**config.mk**
```make
export PLATFORM = sky130hd
export DESIGN_NAME = rast_tri_sched
export DESIGN_NICKNAME = d
export VERILOG_FILES = /design/src/rtl/rast_params.sv /design/src/rtl/rast_tri_fifo.sv /design/src/rtl/rast_tri_sched.sv
export SDC_FILE = /design/constraint.sdc
export NUM_CORES = 1
export LEC_CHECK = 0
export CAP_MARGIN = 20
export CORE_MARGIN = 2
export CORE_UTILIZATION = 50
export DETAILED_ROUTE_END_ITERATION = 10
export GPL_ROUTABILITY_DRIVEN = 0
export HOLD_SLACK_MARGIN = 0.05
export PLACE_DENSITY = 0.77
export SYNTH_ARGS = -nofsm -noshare
export SYNTH_HDL_FRONTEND = slang
export SYNTH_SLANG_ARGS = --single-unit
```
**constraint.sdc**
```tcl
create_clock -name clk -period 27.7 [get_ports clk]
set_input_delay 6.925 -clock clk [delete_from_list [all_inputs] [get_ports clk]]
set_output_delay 6.925 -clock clk [all_outputs]
set_load 0.01 [all_outputs]
```
**src/rtl/rast_params.sv**
```systemverilog
// Shared rasterizer parameters and the scheduler's data and state types.
package rast_params;
   localparam int SIGFIG = 24;
   localparam int VERTS  = 3;
   localparam int AXIS   = 3;
   localparam int COLORS = 3;

   typedef logic signed [VERTS-1:0][AXIS-1:0][SIGFIG-1:0] tri_t;
   typedef logic [COLORS-1:0][SIGFIG-1:0]                 color_t;
   typedef logic signed [1:0][SIGFIG-1:0]                 screen_t;

   typedef enum logic [2:0] {UNCFG, RUN, FLUSH, DRAIN, APPLY} sched_state_e;
endpackage

```
**src/rtl/rast_tri_fifo.sv**
```systemverilog
// Synchronous FIFO holding packed {triangle, color} entries for the issue port.
module rast_tri_fifo
   import rast_params::*;
#(
   parameter int DEPTH = 4,
   parameter int W     = 8
) (
   input  logic                     clk,
   input  logic                     rst,
   input  logic                     push,
   input  logic [W-1:0]             din,
   input  logic                     pop,
   output logic [W-1:0]             dout,
   output logic                     full,
   output logic                     empty,
   output logic [$clog2(DEPTH):0]   count
);
   localparam int AW = $clog2(DEPTH);

   logic [W-1:0]  mem [DEPTH];
   logic [AW-1:0] wr_ptr, rd_ptr;
   logic          do_push, do_pop;

   assign full    = (count == ($clog2(DEPTH)+1)'(DEPTH));
   assign empty   = (count == '0);
   assign do_pop  = pop && !empty;
   // A full FIFO may still accept a push when the head leaves the same cycle.
   assign do_push = push && (!full || do_pop);
   assign dout    = mem[rd_ptr];

   always_ff @(posedge clk) begin
      if (rst) begin
         wr_ptr <= '0;
         rd_ptr <= '0;
         count  <= '0;
         for (int i = 0; i < DEPTH; i++) mem[i] <= '0;
      end else begin
         if (do_push) begin
            mem[wr_ptr] <= din;
            wr_ptr      <= wr_ptr + AW'(1);
         end
         if (do_pop) rd_ptr <= rd_ptr + AW'(1);
         case ({do_push, do_pop})
            2'b10:   count <= count + 1'b1;
            2'b01:   count <= count - 1'b1;
            default: count <= count;
         endcase
      end
   end
endmodule

```
**src/rtl/rast_tri_sched.sv**
```systemverilog
// Triangle issue scheduler: buffers upstream triangles and swaps rast config
// only once the rasterizer pipeline is provably empty.
module rast_tri_sched
   import rast_params::*;
#(
   parameter int SIGFIG       = rast_params::SIGFIG,
   parameter int VERTS        = rast_params::VERTS,
   parameter int AXIS         = rast_params::AXIS,
   parameter int COLORS       = rast_params::COLORS,
   parameter int FIFO_DEPTH   = 4,
   parameter int DRAIN_CYCLES = 16
) (
   input  logic                                         clk,
   input  logic                                         rst,
   input  logic signed [VERTS-1:0][AXIS-1:0][SIGFIG-1:0] in_tri_S,
   input  logic [COLORS-1:0][SIGFIG-1:0]                in_color_U,
   input  logic                                         in_valid,
   output logic                                         in_ready,
   input  logic signed [1:0][SIGFIG-1:0]                cfg_screen_S,
   input  logic [3:0]                                   cfg_subSample_U,
   input  logic                                         cfg_valid,
   output logic                                         cfg_ready,
   output logic signed [VERTS-1:0][AXIS-1:0][SIGFIG-1:0] tri_R10S,
   output logic [COLORS-1:0][SIGFIG-1:0]                color_R10U,
   output logic                                         validTri_R10H,
   input  logic                                         halt_RnnnnL,
   output logic signed [1:0][SIGFIG-1:0]                screen_RnnnnS,
   output logic [3:0]                                   subSample_RnnnnU,
   output logic                                         busy,
   output logic [15:0]                                  tri_count
);
   localparam int ENT_W  = VERTS*AXIS*SIGFIG + COLORS*SIGFIG;
   localparam int DCNT_W = $clog2(DRAIN_CYCLES+1);

   sched_state_e                  state;
   logic [DCNT_W-1:0]             drain_cnt;
   logic                          push, pop, full, empty;
   logic [$clog2(FIFO_DEPTH):0]   fifo_count;
   logic [ENT_W-1:0]              head;

   // Config requests take priority over triangles arriving the same cycle.
   assign in_ready      = (state == RUN) && !full && !cfg_valid;
   assign validTri_R10H = !empty && (state == RUN || state == FLUSH);
   assign push          = in_valid && in_ready;
   assign pop           = validTri_R10H && halt_RnnnnL;
   assign cfg_ready     = (state == APPLY);
   assign busy          = !empty || (state inside {FLUSH, DRAIN, APPLY});
   assign {tri_R10S, color_R10U} = head;

   rast_tri_fifo #(
      .DEPTH (FIFO_DEPTH),
      .W     (ENT_W)
   ) u_fifo (
      .clk   (clk),
      .rst   (rst),
      .push  (push),
      .din   ({in_tri_S, in_color_U}),
      .pop   (pop),
      .dout  (head),
      .full  (full),
      .empty (empty),
      .count (fifo_count)
   );

   always_ff @(posedge clk) begin
      if (rst) begin
         state            <= UNCFG;
         drain_cnt        <= '0;
         screen_RnnnnS    <= '0;
         subSample_RnnnnU <= '0;
         tri_count        <= '0;
      end else begin
         if (pop) tri_count <= tri_count + 16'd1;
         case (state)
            UNCFG: if (cfg_valid) state <= APPLY;
            RUN:   if (cfg_valid) state <= FLUSH;
            FLUSH: if (fifo_count == '0) begin
               state     <= DRAIN;
               drain_cnt <= '0;
            end
            // Rast is empty only after an unbroken run of unhalted idle cycles.
            DRAIN: begin
               if (!halt_RnnnnL)
                  drain_cnt <= '0;
               else if (drain_cnt == DCNT_W'(DRAIN_CYCLES-1))
                  state <= APPLY;
               else
                  drain_cnt <= drain_cnt + DCNT_W'(1);
            end
            APPLY: begin
               screen_RnnnnS    <= cfg_screen_S;
               subSample_RnnnnU <= cfg_subSample_U;
               state            <= RUN;
            end
            default: state <= UNCFG;
         endcase
      end
   end
endmodule

```
### After elaboration in Yosys (flattened, before gate mapping)

Memory sizes are Yosys's and may differ from the RTL's. A register that Yosys moved wholly into a read port is not among the register bits.
Cells that the tools add are included.

| cells by class | value |
|---|---|
| $add $sub $neg | 6 |
| eq/ne operators | 14 |
| mux-type cells | 21 |
| reductions and logical operators | 21 |

Operators with widths:

| kind | count |
|---|---|
| two-way mux 288 bit | 1 |
| OR reduction 288 bit | 1 |
| adder 16 x 1 -> 16 bit (second input constant) | 1 |
| two-way mux 3 bit | 5 |
| two-way mux 5 bit | 3 |
| one-hot mux 3 bit (5 select lines) | 1 |
| one-hot mux 5 bit (2 select lines) | 1 |
| logical AND 1 bit | 7 |
| equality test 3 x 2 -> 1 bit (second input constant) | 2 |
| equality test 3 bit (second input constant) | 2 |
| logical NOT 3 bit | 2 |
| two-way mux 1 bit | 6 |
| two-way mux 2 bit | 3 |
| != test 2 bit (second input constant) | 3 |
| one-hot mux 3 bit (2 select lines) | 1 |
| adder 5 x 1 -> 5 bit (second input constant) | 1 |
| equality test 5 x 4 -> 1 bit (second input constant) | 1 |
| AND reduction 5 bit | 1 |
| adder 2 x 1 -> 2 bit (second input constant) | 2 |
| != test 2 x 1 -> 1 bit (second input constant) | 2 |
| nonzero test 2 bit | 2 |
| adder 3 x 1 -> 3 bit (second input constant) | 1 |
| equality test 3 x 1 -> 1 bit (second input constant) | 1 |
| logical NOT 1 bit | 3 |
| 7 further kinds | 9 |

| word-level totals | value |
|---|---|
| flip-flop bits (word level) | 83 |
| RAM bits | 1152 |
| logic and storage cells | 72 |
| memories kept | 1 |

Memory list:

| name | words | bits a word | rd ports | clocked after memory_dff | wr ports | RTL line | text |
|---|---|---|---|---|---|---|---|
| u_fifo.mem | 4 | 288 | 1 | 1 | 4 | rast_tri_fifo.sv:20 | `logic [W-1:0] mem [DEPTH];` |

### Logic depth before layout (Yosys ltp)

| depth | value |
|---|---|
| word-level depth | 12 |
| gate-level depth with buffers | 12 |
| gate-level depth less buffers | 9 |

### Modules after synthesis

A second synthesis with hierarchy kept.

| unflattened totals | value |
|---|---|
| cell total of the unflattened synthesis | 3208 |
| area, all modules | 52950.8 um2 |

Modules (own cells, without submodules):

| module | times used | cells each | area an instance (um2) | seq. area each (um2) |
|---|---|---|---|---|
| rast_tri_fifo | 1 | 2836 | 49954.2 | 34773.4 |
| rast_tri_sched | 1 | 372 | 2996.6 | 1521.5 |

### Least setup slack after synthesis

OpenSTA, ideal clock, no wires.

| timing | value |
|---|---|
| kind | input to register |
| from | input cfg_valid |
| to | memory u_fifo.mem[1][0] in the netlist's numbering, enable pin |
| library setup time | 1359 ps |
| arrival time | 28354 ps |
| slack | -2013 ps |
| stages | 3 |
| buffers on the path | 0 |
| cell sequence | nor4b_2 nand3_1 o31ai_1 |

RTL lines:

| element | RTL line | text |
|---|---|---|
| from (decl) | rast_tri_sched.sv:21 | `input logic cfg_valid,` |
| to (decl) | rast_tri_fifo.sv:20 |  |

### Final worst setup path

| timing | value |
|---|---|
| from | input cfg_valid |
| to | output in_ready |

| on the way | value |
|---|---|
| longest elaborated chain between the ends | 2 |

Ends and longest elaborated chain:

| element | RTL line | text |
|---|---|---|
| logical NOT 1 bit | rast_tri_sched.sv:42 | `assign in_ready = (state == RUN) && !full && !cfg_valid;` |
| logical AND 1 bit | rast_tri_sched.sv:42 |  |
| to (decl) | rast_tri_sched.sv:18 | `output logic in_ready,` |

No other way between the ends.

==> run metrics <==
syn_area_per_cell=16.37 sq um; WS Path Type=input pin to primary output; All-Layer GR Usage=23.33%; post-route cell area=65000 sq um; Max-Cap Viols=0; Syn-to-layout area delta=23.94%; Fmax achieved=0.06475 GHz; Starting Density=50.53%; root buffer cell=clkbuf_16; clk buf depth=3; clk_lat worst skew=0.72 ns; Clock Skew=0.02214 ns; Num CTS Buffers=132; number of global-route vias before repair=30220; Seq cells post-synth=1237; Mapped Area=52450 sq um; Via Count=29330; I/O Pins=705; RSZ-0062 raised after global routing=false; HPWL reported at the end of detailed placement=74430 um; leak pwr=22.89 nW; htree depth=4; Die Wd=327.9 um; Routed WL=127000 um; drt pass-1 iters=6; outcome=completed; first-pass GRT wire length=188100 um; share of post-route cells with drive strength above 1=13.04%; Filler cells=7407; CORE AREA=103800 sq um; initial antenna violation count=43; Sequential Power Share=52.6%; DP Area=60810 sq um; TritonCTS clock tree=yes; CTS Hold Bufs=0; Resize count post-CTS=0; clock power share=42.1%; post-synth cell types=46; Tcrit/Tclk final=55.75%; pin count of the biggest net entering global routing=168; number of buffers added on ports=704; Final setup viols=0; switching pwr=0.0008436 W; postcts setup bufs=0; crit-path max FO=4; drt drc=0; combinational cell fraction of total power=5.3%; post-route ant nets=0; setup_tns=0 ns; Die Height=327.9 um; vias per cell=5.461; register area=36300 sq um; CP required=20.77 ns; clk sinks=1237; sw frac=20.90%; Final Hold Viols=0; DR WL/cell=23.64 um; Final Net Count=4214; Worst EP arrival=8.52 ns; Pwr Density=62.09 nW/um^2; Final Util=62.63%; Seq/Total Area, Yosys=69.20%; CP endpoint kind=primary output; max-slew violations=0; maximum VDD drop=0.05985 mV; Power Internal=0.003193 W; multi-input gate area in the final layout=15320 sq um; die area=107500 sq um; Synth Instances=3204; initial DRC count=2403; min-delay worst type=flip-flop to flip-flop; gr ovfl total=0; critical path launch point type=input pin; num rows=118; Synthesized Nets=3554; Worst-Margin Slew=1.322 ns; Ys Warns=0; worst rel slew slack=11.89%; Tmin final=15.44 ns; WHS=0.4530 ns; clk slew on worst S/H paths=0.06 ns
[final timing paths]
check                                 start                          endpoint  slack [ns]  depth (start not counted)
max                               cfg_valid                          in_ready       12.26                          4
min          screen_RnnnnS[11]$_SDFFE_PP0P_    screen_RnnnnS[11]$_SDFFE_PP0P_        0.45                          2
max reg2reg           state[0]$_SDFFE_PP0P_  u_fifo.mem[1][252]$_SDFFCE_PN0P_       22.83                          7
min reg2reg  screen_RnnnnS[11]$_SDFFE_PP0P_    screen_RnnnnS[11]$_SDFFE_PP0P_        0.45                          2
[worst max-delay path, stage by stage]
cell and delay [ns]:
clkdlybuf4s50_1 0.49, nor4b_2 0.33, and2_1 0.22, clkdlybuf4s50_1 0.55
[flip-flops by register name, indices dropped and copies added (netlist names), named ones only]
signal,cells
u_fifo.count,3
drain_cnt,5
tri_count,16
subSample_RnnnnU,4
screen_RnnnnS,48
u_fifo.mem,1152
u_fifo.rd_ptr,2
u_fifo.wr_ptr,2
state,3
[stage by stage]
stage / power [W] / std cells / worst slack [ns]
detailed placement: 0.002376 / 5110 / 12.25
CTS: 0.004068 / 5351 / 12.25
floorplan: 0.002254 / 3204 / 6.622
finish: 0.004036 / 5371 / 12.26
global placement: 0.002370 / 5110 / 12.26
global route: 0.004153 / 5363 / 12.22
[layout make-up]
class	instances	share of cell area, %
sequential	1237	55.85
multi-input combinational	1738	23.56
timing repair buffer	742	11.41
clock buffer	174	5.534
tap	1380	2.656
clock inverter	67	0.8411
antenna	20	0.07699
inverter	13	0.07507
[placed cells by master, fill, tap and decap left out, types with 17 or more instances in the layout]
master / n
and2_1: 1153
edfxtp_1: 1152
clkdlybuf4s50_1: 703
mux4_2: 288
clkbuf_16: 137
nand2_1: 114
dfxtp_1: 83
a21oi_1: 71
clkbuf_1: 34
clkinv_1: 32
buf_4: 31
diode_2: 20
clkinv_2: 17
[routing by layer]
metal	vias up	global-route usage, %	share of wire, %
li1	13180	-	-
met1	14840	28.40	37
met5	-	0	0.25
met4	48	7.629	2.9
met3	228	9.004	9.9
met2	1038	38.31	50
[synth_stat cells (all sizes together)]
library cell / instances / area share (%)
nor3b: 1 / 0.014
a21oi: 71 / 0.68
a21o: 1 / 0.014
and3: 3 / 0.036
a2111oi: 1 / 0.017
or2: 2 / 0.024
nand4b: 2 / 0.033
a22oi: 1 / 0.014
ha: 4 / 0.095
or4b: 2 / 0.038
and4: 2 / 0.033
o31ai: 8 / 0.11
clkbuf: 160 / 1.1
nor4b: 2 / 0.045
dfxtp: 85 / 3.2
nand4: 4 / 0.048
nor2b: 1 / 0.012
and2: 1153 / 14
nor4: 1 / 0.012
buf: 56 / 0.47
o21bai: 1 / 0.014
nand3: 8 / 0.076
edfxtp: 1152 / 66
inv: 13 / 0.093
mux4: 288 / 12
nand2: 114 / 0.82
mux2i: 1 / 0.019
mux2: 1 / 0.021
nor2: 17 / 0.12
xor2: 3 / 0.050
or3b: 1 / 0.017
o2111ai: 1 / 0.017
or4: 9 / 0.13
xnor2: 7 / 0.12
nor3: 8 / 0.095
o21ai: 10 / 0.095
and3b: 1 / 0.017
nand3b: 1 / 0.014
or3: 7 / 0.083
fa: 1 / 0.038
[power groups by stage]
stage	clock network [W]	logic, W	registers [W]
2_1_floorplan	0	0.0000750	0.00218
3_3_place_gp	0	0.000214	0.00216
3_5_place_dp	0	0.000216	0.00216
4_1_cts	0.00173	0.000217	0.00212
5_1_grt	0.00180	0.000228	0.00213
6_report	0.00170	0.000214	0.00212
[kinds of logic (layout without fill, tap and decap cells)]
logic type | after synthesis | after routing | share of synthesized area, %
buffers and inverters | 229 | 996 | 1.706
xor gates and xnor gates | 10 | 10 | 0.1670
and+or+nand+nor | 1339 | 1339 | 15.42
DFF | 1237 | 1237 | 69.20
muxes | 290 | 290 | 12.41
adders and majority gates | 5 | 5 | 0.1336
other | 0 | 20 | 0
AOI/OAI and AO/OA | 94 | 94 | 0.9638
(Power assumes the default switching activity.)
